$ cat src/rtl/pwm_multichannel_if.sv
// Byte-wide register write port driven by the SPI register front end.
interface pwm_multichannel_if;
   localparam int unsigned ADDR_W = 7;
   localparam int unsigned DATA_W = 8;

   logic              wr_en;
   logic [ADDR_W-1:0] wr_addr;
   logic [DATA_W-1:0] wr_data;

   modport master (output wr_en, wr_addr, wr_data);
   modport slave  (input  wr_en, wr_addr, wr_data);
endinterface

$ cat src/rtl/pwm_multichannel.sv
// Multichannel PWM: shared prescaled counter (edge or center aligned) and
// per-channel enables and double-buffered duty. Shadows load at period ends.
module pwm_multichannel #(
   parameter int unsigned NUM_CH = 16,
   parameter int unsigned RES    = 8
) (
   input  logic               clk,
   input  logic               rst_n,
   pwm_multichannel_if.slave  bus,
   output logic [NUM_CH-1:0]  out,
   output logic               period_tick
);
   localparam logic [RES-1:0] MAX      = RES'((1 << RES) - 1);
   localparam logic [RES-1:0] TOP      = MAX - RES'(1);
   localparam logic [6:0]     PRESC_A  = 7'h08;
   localparam logic [6:0]     CTRL_A   = 7'h09;

   logic [7:0]     presc;
   logic [7:0]     pcnt;
   logic           run;
   logic           mode;
   logic [RES-1:0] cnt;
   logic           dir_down;

   logic           wr_ctrl_c;
   logic           mode_chg_c;
   logic           tick_c;
   logic           boundary_c;
   logic           load_c;

   // Shared decode: counter tick, period boundary and duty load strobe.
   always_comb begin
      wr_ctrl_c  = bus.wr_en && (bus.wr_addr == CTRL_A);
      mode_chg_c = wr_ctrl_c && (bus.wr_data[1] != mode);
      tick_c     = run && (pcnt == presc);
      boundary_c = tick_c && !mode_chg_c &&
                   (mode ? (dir_down && (cnt == '0)) : (cnt == TOP));
      load_c     = boundary_c || !run;
   end

   // Global control registers.
   always_ff @(posedge clk or negedge rst_n) begin
      if (!rst_n) begin
         presc <= '0;
         run   <= 1'b0;
         mode  <= 1'b0;
      end else begin
         if (bus.wr_en && (bus.wr_addr == PRESC_A)) presc <= bus.wr_data;
         if (wr_ctrl_c) begin
            run  <= bus.wr_data[0];
            mode <= bus.wr_data[1];
         end
      end
   end

   // Prescaler and counter; a mode switch restarts the period silently.
   always_ff @(posedge clk or negedge rst_n) begin
      if (!rst_n) begin
         pcnt        <= '0;
         cnt         <= '0;
         dir_down    <= 1'b0;
         period_tick <= 1'b0;
      end else begin
         period_tick <= boundary_c;
         if (!run || mode_chg_c) begin
            pcnt     <= '0;
            cnt      <= '0;
            dir_down <= 1'b0;
         end else begin
            // >= also recovers when presc was lowered below the running count
            pcnt <= (pcnt >= presc) ? '0 : pcnt + 8'd1;
            if (tick_c) begin
               if (!mode) begin
                  cnt <= (cnt == TOP) ? '0 : cnt + RES'(1);
               end else if (!dir_down) begin
                  if (cnt == TOP) dir_down <= 1'b1;
                  else            cnt      <= cnt + RES'(1);
               end else begin
                  if (cnt == '0) dir_down <= 1'b0;
                  else           cnt      <= cnt - RES'(1);
               end
            end
         end
      end
   end

   for (genvar ch = 0; ch < NUM_CH; ch++) begin : g_ch
      localparam logic [6:0]  EN_A   = 7'(ch / 8);
      localparam logic [6:0]  PWM_A  = 7'(4 + ch / 8);
      localparam logic [6:0]  DUTY_A = 7'(64 + ch);
      localparam int unsigned BIT    = ch % 8;

      logic           en;
      logic           pwm;
      logic [RES-1:0] shadow;
      logic [RES-1:0] shadow_nxt;
      logic [RES-1:0] active;

      // Write-through view of the shadow so a boundary-cycle write is loaded.
      always_comb begin
         shadow_nxt = shadow;
         if (bus.wr_en && (bus.wr_addr == DUTY_A)) shadow_nxt = bus.wr_data[RES-1:0];
      end

      // Per-channel enables, duty buffers and registered output.
      always_ff @(posedge clk or negedge rst_n) begin
         if (!rst_n) begin
            en      <= 1'b0;
            pwm     <= 1'b0;
            shadow  <= '0;
            active  <= '0;
            out[ch] <= 1'b0;
         end else begin
            if (bus.wr_en && (bus.wr_addr == EN_A))  en  <= bus.wr_data[BIT];
            if (bus.wr_en && (bus.wr_addr == PWM_A)) pwm <= bus.wr_data[BIT];
            shadow <= shadow_nxt;
            if (load_c) active <= shadow_nxt;
            out[ch] <= en && (!pwm || (run && ((active == MAX) || (cnt < active))));
         end
      end
   end
endmodule

$ cat src/flat_wrapper.sv
// flat-port wrapper written by rule: the top's interface ports become plain ports
module pwm_multichannel_flat 
#(
   parameter int unsigned NUM_CH = 16,
   parameter int unsigned RES    = 8
)
  (clk, rst_n, out, period_tick, bus_wr_en, bus_wr_addr, bus_wr_data);
  pwm_multichannel_if bus_i ();
  input  logic clk;
  input  logic rst_n;
  output logic [NUM_CH-1:0] out;
  output logic period_tick;
  input wire logic [$bits(bus_i.wr_en)-1:0] bus_wr_en;
  input wire logic [$bits(bus_i.wr_addr)-1:0] bus_wr_addr;
  input wire logic [$bits(bus_i.wr_data)-1:0] bus_wr_data;
  assign bus_i.wr_en = bus_wr_en;
  assign bus_i.wr_addr = bus_wr_addr;
  assign bus_i.wr_data = bus_wr_data;
  pwm_multichannel #(.NUM_CH(NUM_CH), .RES(RES)) u_core (.clk(clk), .rst_n(rst_n), .bus(bus_i), .out(out), .period_tick(period_tick));
endmodule
$ cat config.mk
export PLATFORM = sky130hd
export DESIGN_NAME = pwm_multichannel_flat
export DESIGN_NICKNAME = d
export VERILOG_FILES = /design/src/rtl/pwm_multichannel_if.sv /design/src/rtl/pwm_multichannel.sv /design/src/flat_wrapper.sv
export SDC_FILE = /design/constraint.sdc
export NUM_CORES = 1
export LEC_CHECK = 0
export BUFFER_PORTS_ARGS = -buffer_cell sky130_fd_sc_hd__buf_2
export CAP_MARGIN = 20
export CORE_MARGIN = 4
export CORE_UTILIZATION = 65
export DETAILED_ROUTE_END_ITERATION = 6
export PLACE_DENSITY = 0.91
export SYNTH_ARGS = -nofsm -noshare
export SYNTH_HDL_FRONTEND = slang
export SYNTH_SLANG_ARGS = --single-unit
$ cat constraint.sdc
create_clock -name clk -period 6.7 [get_ports clk]
set_clock_uncertainty 0.2 [all_clocks]
set_input_delay 0 -clock clk [delete_from_list [all_inputs] [get_ports clk]]
set_output_delay 0 -clock clk [all_outputs]
set_load 0.01 [all_outputs]
After elaboration in Yosys (flattened, before gate mapping):

Cells that the tools add are included.

* multiply operators: 0
* eq/ne operators: 42
* order comparisons: 17
* shift operators: 0
* reduce and logical (&&, ||, !) cells: 117
* mux-type cells: 32
* add/subtract/negate cells: 3
* bitwise operators: 0
* div/mod/pow operators: 0

Operator list (count)
* $mux W8: 25
* $eq A8 B8 Y1 const B: 17
* $lt A8 B8 Y1: 16
* $eq A7 B7 Y1 const B: 16
* $logic_and A1 B1 Y1: 59
* $logic_or A1 B1 Y1: 34
* $logic_not A1 Y1: 18
* $add A8 B1 Y8 const B: 2
* $eq A7 B3 Y1 const B: 2
* $eq A7 B4 Y1 const B: 2
* $eq A8 B8 Y1: 1
* $ge A8 B8 Y1: 1
* $logic_not A8 Y1: 1
* $ne A4 B4 Y1 const B: 2
* $sub A8 B1 Y8 const B: 1
* $eq A7 B1 Y1 const B: 1
* $logic_not A7 Y1: 1
* $mux W1: 7
* $reduce_bool A2 Y1: 2
* $reduce_and A3 Y1: 1
* $reduce_and A2 Y1: 1
* $ne A1 B1 Y1: 1

* bits in latches: 0
* memory bits (read-only): 0
* output and inout bits: 17
* bits in registers: 332
* RAM bits: 0
* memories kept: 0

Depth between registers and ports, before layout:

* word-level depth: 7
* mapped depth: 10
* gate-level depth less buffers: 7

Worst setup path after synthesis:

No wires, ideal clock.

* path type: register to register
* start point: register u_core.cnt[3]
* end point: register u_core.g_ch[0].active[0]
* arrival: 2782 ps
* buffers on the path: 3
* library setup time: 125 ps
* clock period less this slack: 3107 ps
* required time: 6375 ps
* slack: 3593 ps
* cell stages (with the launch flop): 9
* path through: dfrtp_1 -> clkbuf_1 -> or4_1 -> nor4b_4 -> a31oi_2 -> o31ai_4 -> buf_12 -> buf_12 -> mux2_4

* cells in the longest elaborated chain, start to end: 5

RTL lines
* start: declaration: RTL line pwm_multichannel.sv:22 `logic [RES-1:0] cnt;`
* start signal: assignment: RTL line pwm_multichannel.sv:74 `cnt <= (cnt == TOP) ? '0 : cnt + RES'(1);`
* start signal: assignment: RTL line pwm_multichannel.sv:77 `else cnt <= cnt + RES'(1);`
* start signal: assignment: RTL line pwm_multichannel.sv:80 `else cnt <= cnt - RES'(1);`
* $logic_not A8 Y1: RTL line pwm_multichannel.sv:37 `(mode ? (dir_down && (cnt == '0)) : (cnt == TOP));`
* $logic_and A1 B1 Y1: RTL line pwm_multichannel.sv:37
* $mux W1 *: RTL line pwm_multichannel.sv:37
* $logic_and A1 B1 Y1 *: RTL line pwm_multichannel.sv:36 `boundary_c = tick_c && !mode_chg_c &&`
* $logic_or A1 B1 Y1 *: RTL line pwm_multichannel.sv:38 `load_c = boundary_c || !run;`
* end signal: assignment: RTL line pwm_multichannel.sv:117 `if (load_c) active <= shadow_nxt;`
* end: declaration: RTL line pwm_multichannel.sv:97 `logic [RES-1:0] active;`

Mark *: on every way between the ends. The rest lies on a longest branch, timed or not.
A chain may end at the register's enable or synchronous reset.

Worst setup path after layout:

* start point: register u_core.cnt[4]
* end point: register u_core.g_ch[2].active[5]

* cells in the longest elaborated chain, start to end: 5

RTL lines (RTL line)
* $logic_not A8 Y1: pwm_multichannel.sv:37
* $logic_and A1 B1 Y1: pwm_multichannel.sv:37
* $mux W1 *: pwm_multichannel.sv:37
* $logic_and A1 B1 Y1 *: pwm_multichannel.sv:36
* $logic_or A1 B1 Y1 *: pwm_multichannel.sv:38
* end signal: assignment: pwm_multichannel.sv:117
* end: declaration: pwm_multichannel.sv:97

Marked as above.

==> flow_summary.yaml <==
worst_setup_path:
  worst_path_max_delay_cell: "dfrtp_1"
  cp_data_required_time_ps: 6900
  slowest_delay_ps: 800
  crit_fanout: 29
  crit_path_end_kind: "flip-flop"
  arrival_ps: 4180
  timing.critical_path.buf_inv: 1
  r2r_slack_ps: 2720
  path_cells: "or4_1 -> nor4b_4 -> a31oi_2 -> o31ai_4 -> buf_4 -> mux2_2"
  crit_type: "flip-flop to flip-flop"
  start_kind: "flip-flop"
  path_delay_family: "simple AND/OR/NAND/NOR gates"
synthesis:
  postSynthCellCount: 1284
  yosys.area.top_type: "dfrtp_1"
  synth_edf_count: 0
  async_flop_share_pct: 100
  yosys_warnings: 0
  synthTopCellsByArea: "dfrtp_1 49%, mux2_2 12%, mux2_4 11%"
  synth.yosys.seq_area_share_pct: 49.4
  yosysMostFrequentCell: "dfrtp_1"
  synth_cell_types: 50
  syn_avg_cell_area_um2: 13.1
  synth_commonest_cells: "332 x dfrtp_1, 178 x mux2_2, 142 x inv_1"
  synth_nets: 1427
  yosysTopAreaCellShare_pct: 49.4
  synth_area_um2: 16800
  ys_ff_latch: 332
  synthFlopType: "dfrtp_1"
pwr:
  switchingPower_mw: 1.21
  swShare_pct: 24.7
  internal-power_mw: 3.70
  pwr_density_cell_nw_per_um2: 266
  comb_power_share_pct: 12.8
  power.leakage_nw: 9.41
  irDropWorstVdd_mv: 0.269
  clock_power_share_pct: 40.8
  power_frac_seq_pct: 46.3
place:
  gp_congestion: 0.928
  hpwl_um: 24100
  port_buffers: 34
clocking:
  numCtsBuffers: 34
  cts.sinks: 332
  cts_resized: 0
  cts_root_buffer: "clkbuf_16"
  htreeDepth: 2
  worstSkewPairLatency_ps: 520
  cts_tree: "yes"
  clock_path_buffers: 3
  clkTransAtPathRegs_ps: 60
detailed_routing:
  drc_errors: 0
  wl_per_cell_um: 23.7
  finalWirelength_um: 40000
  dr.pass1.iters: 5
  drt_iter0_drc: 1053
  vias: 10845
  vias_per_cell: 6.42
  ant_nets: 0
die:
  start_util_pct: 66.5
  die-area_um2: 28500
  io_pins: 35
  die_h_um: 169
  rows: 58
  coreArea_um2: 25300
  die_x_um: 169
sta:
  timing.fmax_ghz: 0.251
  setup_viol: 0
  worst-slew-pin-transition_ps: 1150
  rsz0062_at_grt: "false"
  setup_tns_ps: 0
  hold_violations: 0
  maxSlewViolCount: 0
  fin_crit_sh_pct: 59.4
  min_period_ps: 3980
  slew_headroom_pct: 23.4
  fin_hold_ws_ps: 29.8
global_routing:
  gr-total-overflow: 0
  grt_pass1_wl_um: 64100
  antenna_found_initial: 0
  grt_usage_pct: 28.5
  grt_max_degree: 147
  grt_pass1_vias: 11711
cells_and_area:
  syn2layout_area_growth_pct: 9.93
  antenna_cells: 0
  fillers: 1471
  layout-drive-gt1-share_pct: 30.1
  nets: 1478
flow_run:
  maxCapViolations: 0
min_path:
  hp-class: "primary input to flip-flop"
outcome:
  status: "finished clean"
==> repair_timing <==
item	in CTS	in global routing
setup buffers	0	0
hold buffers	9	0
endpoints found under the hold margin	141	0
==> registers in the layout, indices dropped and copies added (netlist names) <==
signal              cells
u_core.mode             1
u_core.g_ch.active    128
u_core.run              1
u_core.g_ch.pwm        16
u_core.cnt              8
u_core.out             16
u_core.g_ch.en         16
u_core.dir_down         1
u_core.period_tick      1
u_core.g_ch.shadow    128
u_core.pcnt             8
u_core.presc            8
==> worst reg2reg max path, cell delays in order, from the launching register on <==
cell and delay, ps:
dfrtp_1 800, or4_1 800, nor4b_4 380, a31oi_2 250, o31ai_4 450, buf_4 570, mux2_2 420
==> per-stage QoR <==
step	utilization [%]	instance area (um2)	total power [mW]	setup slack, ps	cells
after global placement	67.9	17200	2.87	2890	1619
after CTS	73.0	18500	4.93	2790	1687
after detailed placement	67.9	17200	2.92	2820	1619
after global routing	73.1	18500	5.09	2580	1688
after floorplan	-	16800	2.73	3590	1284
final	73.1	18500	4.91	2720	1688
==> layer usage <==
layer / wire length (um) / up-vias / global-route usage, %
li1: - / 4676 / -
met1: 16300 / 5512 / 37.4
met2: 19200 / 498 / 47.3
met3: 2700 / 159 / 4.74
met4: 1770 / 0 / 12.4
met5: 0 / - / 0
==> final cells by class <==
type                            count  area, um2  area share (%)
Clock buffer                       48       1030            5.55
Clock inverter                     11        164           0.886
Inverter                          142        533            2.88
Multi-Input combinational cell    768       7630            41.2
Sequential cell                   332       8310            44.9
Tap cell                          330        413            2.23
Timing Repair Buffer               57        428            2.31
==> power by group through the flow <==
stage / clock [mW] / combinational (mW) / sequential (mW)
floorplan: 0 / 0.461 / 2.27
global placement: 0 / 0.573 / 2.29
detailed placement: 0 / 0.612 / 2.30
CTS: 2.03 / 0.628 / 2.27
global route: 2.11 / 0.687 / 2.29
finish: 2.01 / 0.630 / 2.28
==> path summary, 6_finish.rpt <==
path                       cells after the start                              endpoint                            from
max                                            6  u_core.g_ch[2].active[5]$_DFFE_PN0P_       u_core.cnt[4]$_DFFE_PN0P_
min                                            2         u_core.g_ch[6].en$_DFFE_PN0P_                  bus_wr_data[6]
max reg2reg                                    6  u_core.g_ch[2].active[5]$_DFFE_PN0P_       u_core.cnt[4]$_DFFE_PN0P_
min reg2reg                                    1               u_core.out[4]$_DFF_PN0_  u_core.g_ch[4].pwm$_DFFE_PN0P_
max in group asynchronous                      4  u_core.g_ch[9].active[3]$_DFFE_PN0P_                           rst_n
min in group asynchronous                      3           u_core.dir_down$_DFFE_PN0P_                           rst_n
==> cells by family after synthesis <==
| logic type | synth area share (%) |
|---|---|
| compound gates | 6.85 |
| xor+xnor | 0.416 |
| fa+ha+maj | 9.29 |
| buf+inv | 5.31 |
| flops | 49.4 |
| mux | 22.6 |
| simple gates | 6.16 |
==> placed cells by master, fill, tap and decap left out, types with 8 or more instances in the layout <==
cell	count
mux2_4	120
buf_2	34
nor2_1	22
ha_1	125
buf_4	10
nand3_1	28
a21o_1	54
nand2_1	20
mux2_2	178
nand4_1	20
dlygate4sd3_1	8
nand2b_1	19
and4_1	17
nor3_1	11
a31oi_1	19
or4_1	20
a211oi_1	33
o21ai_0	35
dfrtp_1	332
clkbuf_16	37
inv_1	142
Note: power is estimated with default switching activity, not from simulation.
